File: config.mk
export PLATFORM = sky130hd
export DESIGN_NAME = if_prefetch_unit
export DESIGN_NICKNAME = d
export VERILOG_FILES = /design/src/rtl/if_pkg.sv /design/src/rtl/if_inst_queue.sv /design/src/rtl/if_prefetch_unit.sv
export SDC_FILE = /design/constraint.sdc
export NUM_CORES = 1
export LEC_CHECK = 0
export ABC_AREA = 0
export BUFFER_PORTS_ARGS = -buffer_cell sky130_fd_sc_hd__buf_2
export CAP_MARGIN = 20
export CELL_PAD_IN_SITES_DETAIL_PLACEMENT = 0
export CELL_PAD_IN_SITES_GLOBAL_PLACEMENT = 1
export CORE_MARGIN = 1.5
export CORE_UTILIZATION = 45
export DETAILED_ROUTE_END_ITERATION = 10
export PLACE_DENSITY_LB_ADDON = 0.1
export RECOVER_POWER = 100
export SETUP_SLACK_MARGIN = 0.02
export SLEW_MARGIN = 5
export SYNTH_ARGS = -nofsm -noshare
export SYNTH_HDL_FRONTEND = slang
export SYNTH_HIERARCHICAL = 1
export SYNTH_SLANG_ARGS = --single-unit
File: constraint.sdc
create_clock -name clk -period 4 [get_ports clk]
set_clock_uncertainty 0.15 [all_clocks]
set_input_delay 0.4 -clock clk [delete_from_list [all_inputs] [get_ports clk]]
set_output_delay 0.4 -clock clk [all_outputs]
set_load 0.05 [all_outputs]
File: src/rtl/if_pkg.sv
// Shared types and helpers for the instruction-fetch stage and its prefetch queue.
package if_pkg;

  typedef enum logic [0:0] {
    LOOKUP = 1'b0,
    FILL   = 1'b1
  } fetch_state_e;

  localparam int unsigned DEF_ADDR_W = 32;
  localparam int unsigned DEF_INST_W = 32;

  // Queue entry at the default widths; the top rebuilds it at its own widths.
  typedef struct packed {
    logic [DEF_ADDR_W-1:0] pc;
    logic [DEF_INST_W-1:0] inst;
  } q_entry_t;

  function automatic int unsigned nbeats(input int unsigned inst_w, input int unsigned mem_bytes);
    return inst_w / (8 * mem_bytes);
  endfunction

endpackage

File: src/rtl/if_inst_queue.sv
// Synchronous FIFO for fetched instructions; head entry and its valid are registered.
module if_inst_queue #(
  parameter int unsigned DEPTH = 4,
  parameter int unsigned WIDTH = 64
) (
  input  logic                         clk,
  input  logic                         rst,
  input  logic                         push_i,
  input  logic [WIDTH-1:0]             push_data_i,
  input  logic                         pop_i,
  input  logic                         flush_i,
  output logic [$clog2(DEPTH+1)-1:0]   count_o,
  output logic                         head_valid_o,
  output logic [WIDTH-1:0]             head_o
);

  localparam int unsigned PTR_W = $clog2(DEPTH);
  localparam int unsigned CNT_W = $clog2(DEPTH + 1);

  logic [WIDTH-1:0] mem_q [DEPTH];
  logic [PTR_W-1:0] rd_ptr_q, rd_ptr_d;
  logic [PTR_W-1:0] wr_ptr_q, wr_ptr_d;
  logic [CNT_W-1:0] count_q, count_d;
  logic [WIDTH-1:0] head_q, head_d;
  logic             head_valid_q, head_valid_d;
  logic             do_push_s, do_pop_s;

  // Pointer, occupancy and next-head computation; flush overrides push and pop.
  always_comb begin
    do_pop_s     = pop_i && (count_q != '0);
    do_push_s    = push_i && ((count_q < CNT_W'(DEPTH)) || do_pop_s);
    rd_ptr_d     = rd_ptr_q;
    wr_ptr_d     = wr_ptr_q;
    count_d      = count_q;
    head_d       = head_q;
    head_valid_d = head_valid_q;
    if (flush_i) begin
      rd_ptr_d     = '0;
      wr_ptr_d     = '0;
      count_d      = '0;
      head_d       = '0;
      head_valid_d = 1'b0;
    end else begin
      wr_ptr_d = do_push_s ? wr_ptr_q + PTR_W'(1) : wr_ptr_q;
      rd_ptr_d = do_pop_s ? rd_ptr_q + PTR_W'(1) : rd_ptr_q;
      count_d  = count_q + CNT_W'(do_push_s) - CNT_W'(do_pop_s);
      // The head comes from storage only when an older entry remains behind it.
      if (count_d == '0) begin
        head_d = '0;
      end else if (do_pop_s && (count_q > CNT_W'(1))) begin
        head_d = mem_q[rd_ptr_d];
      end else if (do_pop_s || (count_q == '0)) begin
        head_d = push_data_i;
      end else begin
        head_d = head_q;
      end
      head_valid_d = (count_d != '0);
    end
  end

  // Entry storage; contents need no reset because count gates every read.
  always_ff @(posedge clk) begin
    if (do_push_s && !flush_i) begin
      mem_q[wr_ptr_q] <= push_data_i;
    end
  end

  // Control and head registers.
  always_ff @(posedge clk) begin
    if (rst) begin
      rd_ptr_q     <= '0;
      wr_ptr_q     <= '0;
      count_q      <= '0;
      head_q       <= '0;
      head_valid_q <= 1'b0;
    end else begin
      rd_ptr_q     <= rd_ptr_d;
      wr_ptr_q     <= wr_ptr_d;
      count_q      <= count_d;
      head_q       <= head_d;
      head_valid_q <= head_valid_d;
    end
  end

  assign count_o      = count_q;
  assign head_valid_o = head_valid_q;
  assign head_o       = head_q;

endmodule

File: src/rtl/if_prefetch_unit.sv
// Instruction-fetch stage: icache lookup, narrow-port miss fill with icache write-back,
// and a prefetch queue feeding ID. Branch redirect flushes everything in flight.
module if_prefetch_unit
  import if_pkg::*;
#(
  parameter int unsigned ADDR_W      = 32,
  parameter int unsigned INST_W      = 32,
  parameter int unsigned MEM_BYTES   = 1,
  parameter int unsigned QUEUE_DEPTH = 4
) (
  input  logic                   clk,
  input  logic                   rst,
  input  logic                   branch_flag_i,
  input  logic [ADDR_W-1:0]      branch_addr_i,
  input  logic                   id_ready_i,
  output logic                   inst_valid_o,
  output logic [INST_W-1:0]      inst_o,
  output logic [ADDR_W-1:0]      pc_o,
  output logic                   mem_req_o,
  input  logic                   mem_gnt_i,
  output logic [ADDR_W-1:0]      mem_a_o,
  input  logic [8*MEM_BYTES-1:0] mem_din_i,
  output logic [ADDR_W-1:0]      icache_raddr_o,
  input  logic                   icache_hit_i,
  input  logic [INST_W-1:0]      icache_inst_i,
  output logic                   icache_we_o,
  output logic [ADDR_W-1:0]      icache_waddr_o,
  output logic [INST_W-1:0]      icache_winst_o
);

  localparam int unsigned NB         = nbeats(INST_W, MEM_BYTES);
  localparam int unsigned BEAT_W     = 8 * MEM_BYTES;
  localparam int unsigned CNT_W      = $clog2(NB + 1);
  localparam int unsigned QCNT_W     = $clog2(QUEUE_DEPTH + 1);
  localparam int unsigned INST_BYTES = INST_W / 8;

  typedef struct packed {
    logic [ADDR_W-1:0] pc;
    logic [INST_W-1:0] inst;
  } entry_t;

  fetch_state_e      state_q, state_d;
  logic [ADDR_W-1:0] fetch_pc_q, fetch_pc_d;
  logic [CNT_W-1:0]  issue_cnt_q, issue_cnt_d;
  logic [CNT_W-1:0]  recv_cnt_q, recv_cnt_d;
  logic              pending_q, pending_d;
  logic [INST_W-1:0] fill_buf_q, fill_buf_d;
  logic              we_q, we_d;
  logic [ADDR_W-1:0] waddr_q, waddr_d;
  logic [INST_W-1:0] winst_q, winst_d;

  logic              push_s, pop_s, space_s, beat_acc_s, head_valid_s;
  entry_t            push_entry_s, head_s;
  logic [QCNT_W-1:0] q_count_s;

  assign space_s    = q_count_s < QCNT_W'(QUEUE_DEPTH);
  assign mem_req_o  = (state_q == FILL) && (issue_cnt_q < CNT_W'(NB));
  assign mem_a_o    = fetch_pc_q + ADDR_W'(MEM_BYTES * issue_cnt_q);
  assign beat_acc_s = mem_req_o && mem_gnt_i;
  assign pop_s      = head_valid_s && id_ready_i;

  // Fetch FSM, beat assembly and icache write-back; branch overrides all of it.
  always_comb begin
    state_d      = state_q;
    fetch_pc_d   = fetch_pc_q;
    issue_cnt_d  = issue_cnt_q;
    recv_cnt_d   = recv_cnt_q;
    pending_d    = 1'b0;
    we_d         = 1'b0;
    waddr_d      = waddr_q;
    winst_d      = winst_q;
    push_s       = 1'b0;
    push_entry_s = '{pc: fetch_pc_q, inst: icache_inst_i};
    // The beat returning this cycle lands in slot recv_cnt (little-endian).
    for (int i = 0; i < int'(NB); i++) begin
      fill_buf_d[i*BEAT_W +: BEAT_W] = (pending_q && (recv_cnt_q == CNT_W'(i))) ?
                                       mem_din_i : fill_buf_q[i*BEAT_W +: BEAT_W];
    end
    if (branch_flag_i) begin
      state_d     = LOOKUP;
      fetch_pc_d  = {branch_addr_i[ADDR_W-1:2], 2'b00};
      issue_cnt_d = '0;
      recv_cnt_d  = '0;
    end else begin
      case (state_q)
        LOOKUP: begin
          if (space_s && icache_hit_i) begin
            push_s     = 1'b1;
            fetch_pc_d = fetch_pc_q + ADDR_W'(INST_BYTES);
          end else if (space_s) begin
            state_d     = FILL;
            issue_cnt_d = '0;
            recv_cnt_d  = '0;
          end else begin
            state_d = LOOKUP;
          end
        end
        FILL: begin
          if (beat_acc_s) begin
            issue_cnt_d = issue_cnt_q + CNT_W'(1);
            pending_d   = 1'b1;
          end else begin
            issue_cnt_d = issue_cnt_q;
          end
          recv_cnt_d = pending_q ? recv_cnt_q + CNT_W'(1) : recv_cnt_q;
          if (pending_q && (recv_cnt_q == CNT_W'(NB - 1))) begin
            push_s       = 1'b1;
            push_entry_s = '{pc: fetch_pc_q, inst: fill_buf_d};
            we_d         = 1'b1;
            waddr_d      = fetch_pc_q;
            winst_d      = fill_buf_d;
            fetch_pc_d   = fetch_pc_q + ADDR_W'(INST_BYTES);
            state_d      = LOOKUP;
            issue_cnt_d  = '0;
            recv_cnt_d   = '0;
          end else begin
            state_d = FILL;
          end
        end
        default: begin
          state_d = LOOKUP;
        end
      endcase
    end
  end

  // Fetch-side state registers.
  always_ff @(posedge clk) begin
    if (rst) begin
      state_q     <= LOOKUP;
      fetch_pc_q  <= '0;
      issue_cnt_q <= '0;
      recv_cnt_q  <= '0;
      pending_q   <= 1'b0;
      fill_buf_q  <= '0;
      we_q        <= 1'b0;
      waddr_q     <= '0;
      winst_q     <= '0;
    end else begin
      state_q     <= state_d;
      fetch_pc_q  <= fetch_pc_d;
      issue_cnt_q <= issue_cnt_d;
      recv_cnt_q  <= recv_cnt_d;
      pending_q   <= pending_d;
      fill_buf_q  <= fill_buf_d;
      we_q        <= we_d;
      waddr_q     <= waddr_d;
      winst_q     <= winst_d;
    end
  end

  if_inst_queue #(
    .DEPTH (QUEUE_DEPTH),
    .WIDTH ($bits(entry_t))
  ) u_queue (
    .clk          (clk),
    .rst          (rst),
    .push_i       (push_s),
    .push_data_i  (push_entry_s),
    .pop_i        (pop_s),
    .flush_i      (branch_flag_i),
    .count_o      (q_count_s),
    .head_valid_o (head_valid_s),
    .head_o       (head_s)
  );

  assign inst_valid_o   = head_valid_s;
  assign inst_o         = head_s.inst;
  assign pc_o           = head_s.pc;
  assign icache_raddr_o = fetch_pc_q;
  assign icache_we_o    = we_q;
  assign icache_waddr_o = waddr_q;
  assign icache_winst_o = winst_q;

endmodule
==> qor.yml, run 1 <==
synthTopCellsByArea: "edfxtp_1 42%, dfxtp_1 21%, a211oi_1 3.8%"
antenna_found_initial: 1
grt_pass1_wl_mm: 81.0
die_area_mm2: 0.0422
nNetsFinal: 1899
cpPeakStageDelay_ps: 540
endpoint_kind: "output pin"
die_w_um: 205
async_flop_share_pct: 0
htreeDepth: 2
clock_latency_ps: 570
cts_buffer_depth: 3
max_cap_violations: 3
fin_area_mm2: 0.0216
syn_inst: 1567
grt-ovfl-total: 0
drive_gt1_share_pct: 11.2
ys_types: 64
drc: 0
p_per_area_mw_per_mm2: 458
grt.total_usage_pct: 25.6
relSlewSlack_pct: -29.7
drtIter0Drc: 915
post-route-min-period_ps: 3830
root_buffer: "clkbuf_16"
violations: "max-capacitance violations, max-slew violations"
seq_area_frac_synth_pct: 63.1
crit_chain: "clkbuf_1 > nand4_1 > or2_2 > nor4_1 > xor2_1 > clkbuf_2"
ios: 273
std_cell_rows: 73
core_mm2: 0.0401
synth_top_cell_area_share_pct: 41.7
utilization_pct: 53.9
arrival_ps: 3280
cp-start-kind: "register"
grt_pass1_vias: 13300
leakage_nw: 7.48
die_h_um: 205
viasPerCell: 5.82
path_clk_slew_ps: 60
synth_edf_count: 256
clock.fmax_ghz: 0.261
crit_fanout: 13
dp_cells: 2249
finalNonFillerCells: 2367
yosys_warnings: 6
timing.setup.tns_ps: 0
crit_type: "reg2out"
hold_class: "in2reg"
rsz0062_at_grt: "no"
synth_top_cell_by_area: "edfxtp_1"
cts_buffers: 47
power_mw: 9.88
grt_max_degree: 66
io_buffers: 266
vias: 13800
wl_per_cell_um: 23.2
layout_commonest_cell: "edfxtp_1"
hold_viol: 0
synth_seq_cells: 453
gp_congestion: 0.816
outcome: "finished with violations"
syn_area_mm2: 0.0184
synth.avg_cell_area_um2: 11.8
irDropWorstVdd_uv: 314
synth_ff_type: "edfxtp_1"
slew_viol_final: 102
tightest_slew_ps: 1950
post_dp_cell_area_mm2: 0.0202
drt-pass1-iter-count: 7
slowest_stage: "clkbuf_1"
setup_violations: 0
start_util_pct: 46.0
cts_tree: "yes"
area_delta_synth_final_pct: 17.1
final_cell_mix: "256 x edfxtp_1, 212 x clkbuf_1, 197 x dfxtp_1"
wl_mm: 54.8
cp.required_ps: 3450
place_hpwl_mm: 34.5
post-route-period-util_pct: 95.8
drtAntennaViolNets: 0
cts.sinks: 453
## critical path: cells and delay by family (launching register included)
family / cells / cell delay, ps
flip-flops: 1 / 450
buffers and inverters: 2 / 860
XOR/XNOR: 1 / 250
AND/OR/NAND/NOR: 3 / 1150
## Yosys cell counts (all sizes together), types with 20 or more instances
cell / instances
nand4: 20
a22oi: 63
o22ai: 61
a211oi: 93
nor2: 121
mux2i: 26
a21oi: 71
edfxtp: 256
dfxtp: 197
nand2: 120
buf: 76
clkbuf: 94
xor2: 24
and2: 72
o221ai: 61
## final timing paths
path / start / end / slack [ps] / cells after the start
max: icache_raddr_o[8]$_SDFFE_PP0P_ / mem_a_o[25] / 170 / 6
min: branch_addr_i[10] / icache_raddr_o[10]$_SDFFE_PP0P_ / 20 / 3
max reg2reg: recv_cnt_q[0]$_SDFFE_PP0P_ / u_queue/head_o[0]$_SDFFE_PP0P_ / 340 / 13
min reg2reg: icache_waddr_o[20]$_SDFFE_PP0P_ / icache_waddr_o[20]$_SDFFE_PP0P_ / 310 / 2
## cell type report
cell class | count | area, um2
clock buffers | 65 | 1260
diodes | 2 | 5.00
repair buffers | 345 | 1740
multi-input cells | 941 | 6090
well taps | 525 | 657
inverters | 16 | 60.1
clock inverters | 20 | 150
fillers | 3647 | 18500
flip-flops and latches | 453 | 11600
## cells by family (layout without fill, tap and decap cells)
family / count (synthesis) / in the layout / share of synthesized area (%)
muxes: 26 / 26 / 1.41
DFF: 453 / 453 / 63.1
AOI/OAI and AO/OA: 420 / 420 / 16.2
xor gates and xnor gates: 39 / 39 / 1.89
adders and majority gates: 17 / 17 / 1.19
and+or+nand+nor: 425 / 425 / 11.4
buffers and inverters: 186 / 446 / 4.78
other: 1 / 16 / 0.0203
## routing by layer
layer / part of all wire [%] / track usage (%) / vias up
met4: 2.1 / 7.17 / 0
met1: 45 / 36.8 / 6832
met3: 7.7 / 6.16 / 78
met2: 45 / 38.4 / 505
li1: - / - / 6353
met5: 0 / 0 / -
## repair_timing
item                                    in CTS  in global routing
hold endpoints to repair                    32                  0
endpoints found under the setup margin       0                 40
setup buffers                                0                  0
resized for setup                            0                  3
hold buffers                                31                  0
## state kept, by name, indices dropped and copies added, names as in the netlist, 2 cells and up
signal / flops
u_queue/mem_q: 256
u_queue/head_o: 64
icache_winst_o: 32
icache_raddr_o: 30
icache_waddr_o: 30
fill_buf_q: 24
issue_cnt_q: 3
recv_cnt_q: 3
u_queue/count_o: 3
u_queue/rd_ptr_q: 2
u_queue/wr_ptr_q: 2
## report_power, final
part | switching, mW | internal [mW]
clock network | 1.79 | 2.33
logic | 0.507 | 0.170
registers | 0.0975 | 4.99
total | 2.39 | 7.49
## metrics by stage
stage	setup WS, ps	hold slack, ps
after floorplan	466	313
after global placement	284	290
after detailed placement	167	296
after CTS	152	6.82
after global routing	29.3	16.3
final	169	21.9
Note: power is estimated with default switching activity, not from simulation.
==> run 2, diff against run 1 <==
--- a/config.mk
+++ b/config.mk
@@ -11,7 +11,7 @@
 export CELL_PAD_IN_SITES_DETAIL_PLACEMENT = 0
 export CELL_PAD_IN_SITES_GLOBAL_PLACEMENT = 1
 export CORE_MARGIN = 1.5
-export CORE_UTILIZATION = 45
+export CORE_UTILIZATION = 46
 export DETAILED_ROUTE_END_ITERATION = 10
 export PLACE_DENSITY_LB_ADDON = 0.1
 export RECOVER_POWER = 100
==> constraint.sdc (replaced) <==
create_clock -name clk -period 4 [get_ports clk]
set_clock_uncertainty 0.15 [all_clocks]
set_input_delay 1 -clock clk [delete_from_list [all_inputs] [get_ports clk]]
set_output_delay 1 -clock clk [all_outputs]
set_load 0.05 [all_outputs]
==> run 2 against run 1 <==
Net effect: the flow still finishes with violations (max-capacitance violations, max-slew violations); utilization up 0.64 points; global-route usage is 0.46 points higher; clock power increased by 5.1%; routed wire length fell by 1.2%; via count fell by 0.68%; cell count about the same.
==> qor.yml, run 2 (synthesized netlist as in run 1, its figures left out) <==
drt-pass1-iter-count: 5  # -2
antenna_found_initial: 6  # +5
irDropWorstVdd_uv: 283  # -9.9%
regMostFlops: "u_queue/mem_q"
tightest_slew_ps: 2360  # +417 ps
cts_tree: "yes"
core_mm2: 0.0396  # -1.1%
fillCellCount: 3586  # -1.7%
std_cell_rows: 73  # unchanged
drc: 0  # unchanged
cts.sinks: 453  # unchanged
die_h_um: 203  # -1.1%
place_hpwl_mm: 34.6  # +0.28%
viasPerCell: 5.77  # -0.72%
clock.fmax_ghz: 0.256  # -2.0%
layout_commonest_cell: "edfxtp_1"
drive_gt1_share_pct: 13.1  # +1.9 points
hold_viol: 0  # unchanged
violations: "max-capacitance violations, max-slew violations"
grt-ovfl-total: 0  # unchanged
post-route-min-period_ps: 3910  # +78.7 ps
io_buffers: 266  # unchanged
htreeDepth: 2  # unchanged
rsz0062_at_grt: "no"
p_per_area_mw_per_mm2: 466  # +1.9%
cp.required_ps: 2850  # -600 ps
clock_latency_ps: 580  # about the same
die_area_mm2: 0.0413  # -2.1%
final_cell_mix: "256 x edfxtp_1, 209 x clkbuf_1, 189 x dfxtp_1"
outcome: "finished with violations"
setup_violations: 0  # unchanged
drtAntennaViolNets: 0  # unchanged
root_buffer: "clkbuf_16"
cts_buffer_depth: 3  # unchanged
post_dp_cell_area_mm2: 0.0204  # +1.2%
start_util_pct: 46.5  # +0.53 points
post-route-period-util_pct: 97.7  # +2.0 points
cts-hold-fix-buffers: 0  # -100%
leakage_nw: 7.53  # +0.64%
cp-start-kind: "register"
slew_viol_final: 122  # +20%
endpoint_kind: "output pin"
r2r_cells: 16  # +3
cp_num_cells: 5  # -1
crit_type: "reg2out"
wl_per_cell_um: 22.9  # -1.3%
area_delta_synth_final_pct: 17.1  # about the same
hold_slack_ps: 305  # +283 ps
arrival_ps: 2760  # -520 ps
ios: 273  # unchanged
relSlewSlack_pct: -57.5  # -28 points
die_w_um: 203  # -1.1%
crit_chain: "nand4_4 > or4_4 > nor3_1 > xor2_1 > clkbuf_2"
hold_depth: 2  # -1
hold_class: "reg2reg"
path_clk_slew_ps: 60  # about the same
grt_pass1_wl_mm: 81.6  # +0.73%
timing.setup.tns_ps: 0  # unchanged
grt.total_usage_pct: 26.0  # +0.46 points
drtIter0Drc: 1136  # +24%
wl_mm: 54.1  # -1.2%
fin_area_mm2: 0.0216  # about the same
cts_buffers: 47  # unchanged
cp_num_buf_inv: 1  # -1
largest_reg_flops: 256  # unchanged
max_cap_violations: 3  # unchanged
grt_pass1_vias: 13300  # -0.26%
gp_congestion: 0.802  # -1.7%
critPathTopFamily: "simple AND/OR/NAND/NOR gates"
slowest_stage: "dfxtp_1"
finalNonFillerCells: 2368  # +0.042%
crit_fanout: 9  # -4
nNetsFinal: 1893  # -0.32%
grt_max_degree: 69  # +4.5%
dp_cells: 2273  # +1.1%
vias: 13700  # -0.68%
cpPeakStageDelay_ps: 590  # +50 ps
power_mw: 10.1  # +2.0%
## run 2: cell types whose count changed in the layout (fill, tap and decap cells not counted), sizes merged
cell,delta
diode,+4
clkbuf,+12
dlygate4sd3,-31
clkinv,-3
buf,+19
## run 2: through the flow
| step | setup slack, ps | utilization, % |
|---|---|---|
| floorplan | 96.2 | - |
| global placement | 13.0 | 51.6 |
| detailed placement | -99.4 | 51.6 |
| CTS | 43.8 | 55.4 |
| global route | 15.0 | 54.5 |
| finish | 90.7 | 54.5 |
## run 2: worst reg2reg max path, cell delays in order (launching register included)
cell      delay (ps)
dfxtp_1          400
ha_1             260
and4b_1          240
nor2_1            60
clkbuf_1         150
nor2_1           130
o21ai_1          110
ha_1             300
inv_1             40
ha_1             170
fa_1             380
xnor2_1          290
o31ai_4          110
nor2_4           160
buf_12           300
o221ai_1         200
o22ai_1          210
## run 2: timing repair
action | 4_1_cts | 5_1_grt
resized for setup | 3 | 7
buffers inserted | 0 | 1
pin swaps | 0 | 2
endpoints found under the setup margin | 2 | 6
## run 2: cell type report
class | instances | area, um2 | area share (%)
clock inverter | 17 | 146 | 0.678
sequential | 453 | 11600 | 53.9
inverter | 16 | 60.1 | 0.278
timing repair buffer | 339 | 1640 | 7.61
tap | 525 | 657 | 3.04
multi-input combinational | 941 | 6060 | 28.0
clock buffer | 71 | 1380 | 6.39
antenna | 6 | 15.0 | 0.0695
## run 2: final timing paths
kind         slack (ps)                         endpoint                       startpoint
max reg2reg         250  u_queue/head_o[15]$_SDFFE_PP0P_       recv_cnt_q[0]$_SDFFE_PP0P_
min                 300  icache_waddr_o[10]$_SDFFE_PP0P_  icache_waddr_o[10]$_SDFFE_PP0P_
max                  90                      mem_a_o[27]  icache_raddr_o[22]$_SDFFE_PP0P_
min reg2reg         300  icache_waddr_o[10]$_SDFFE_PP0P_  icache_waddr_o[10]$_SDFFE_PP0P_
## run 2: power breakdown
group / switching, mW / internal, mW / total, mW / leakage [nW]
Clock: 1.82 / 2.51 / 4.33 / 0.753
Combinational: 0.517 / 0.159 / 0.677 / 2.83
Sequential: 0.0788 / 4.99 / 5.07 / 3.94
## run 2: routing by layer
metal | global-route usage, % | vias to the layer above | part of all wire (%)
li1 | - | 6365 | -
met1 | 38.0 | 6779 | 47
met2 | 38.8 | 442 | 44
met3 | 5.91 | 80 | 6.9
met4 | 7.22 | 8 | 2.2
met5 | 0 | - | 0.081
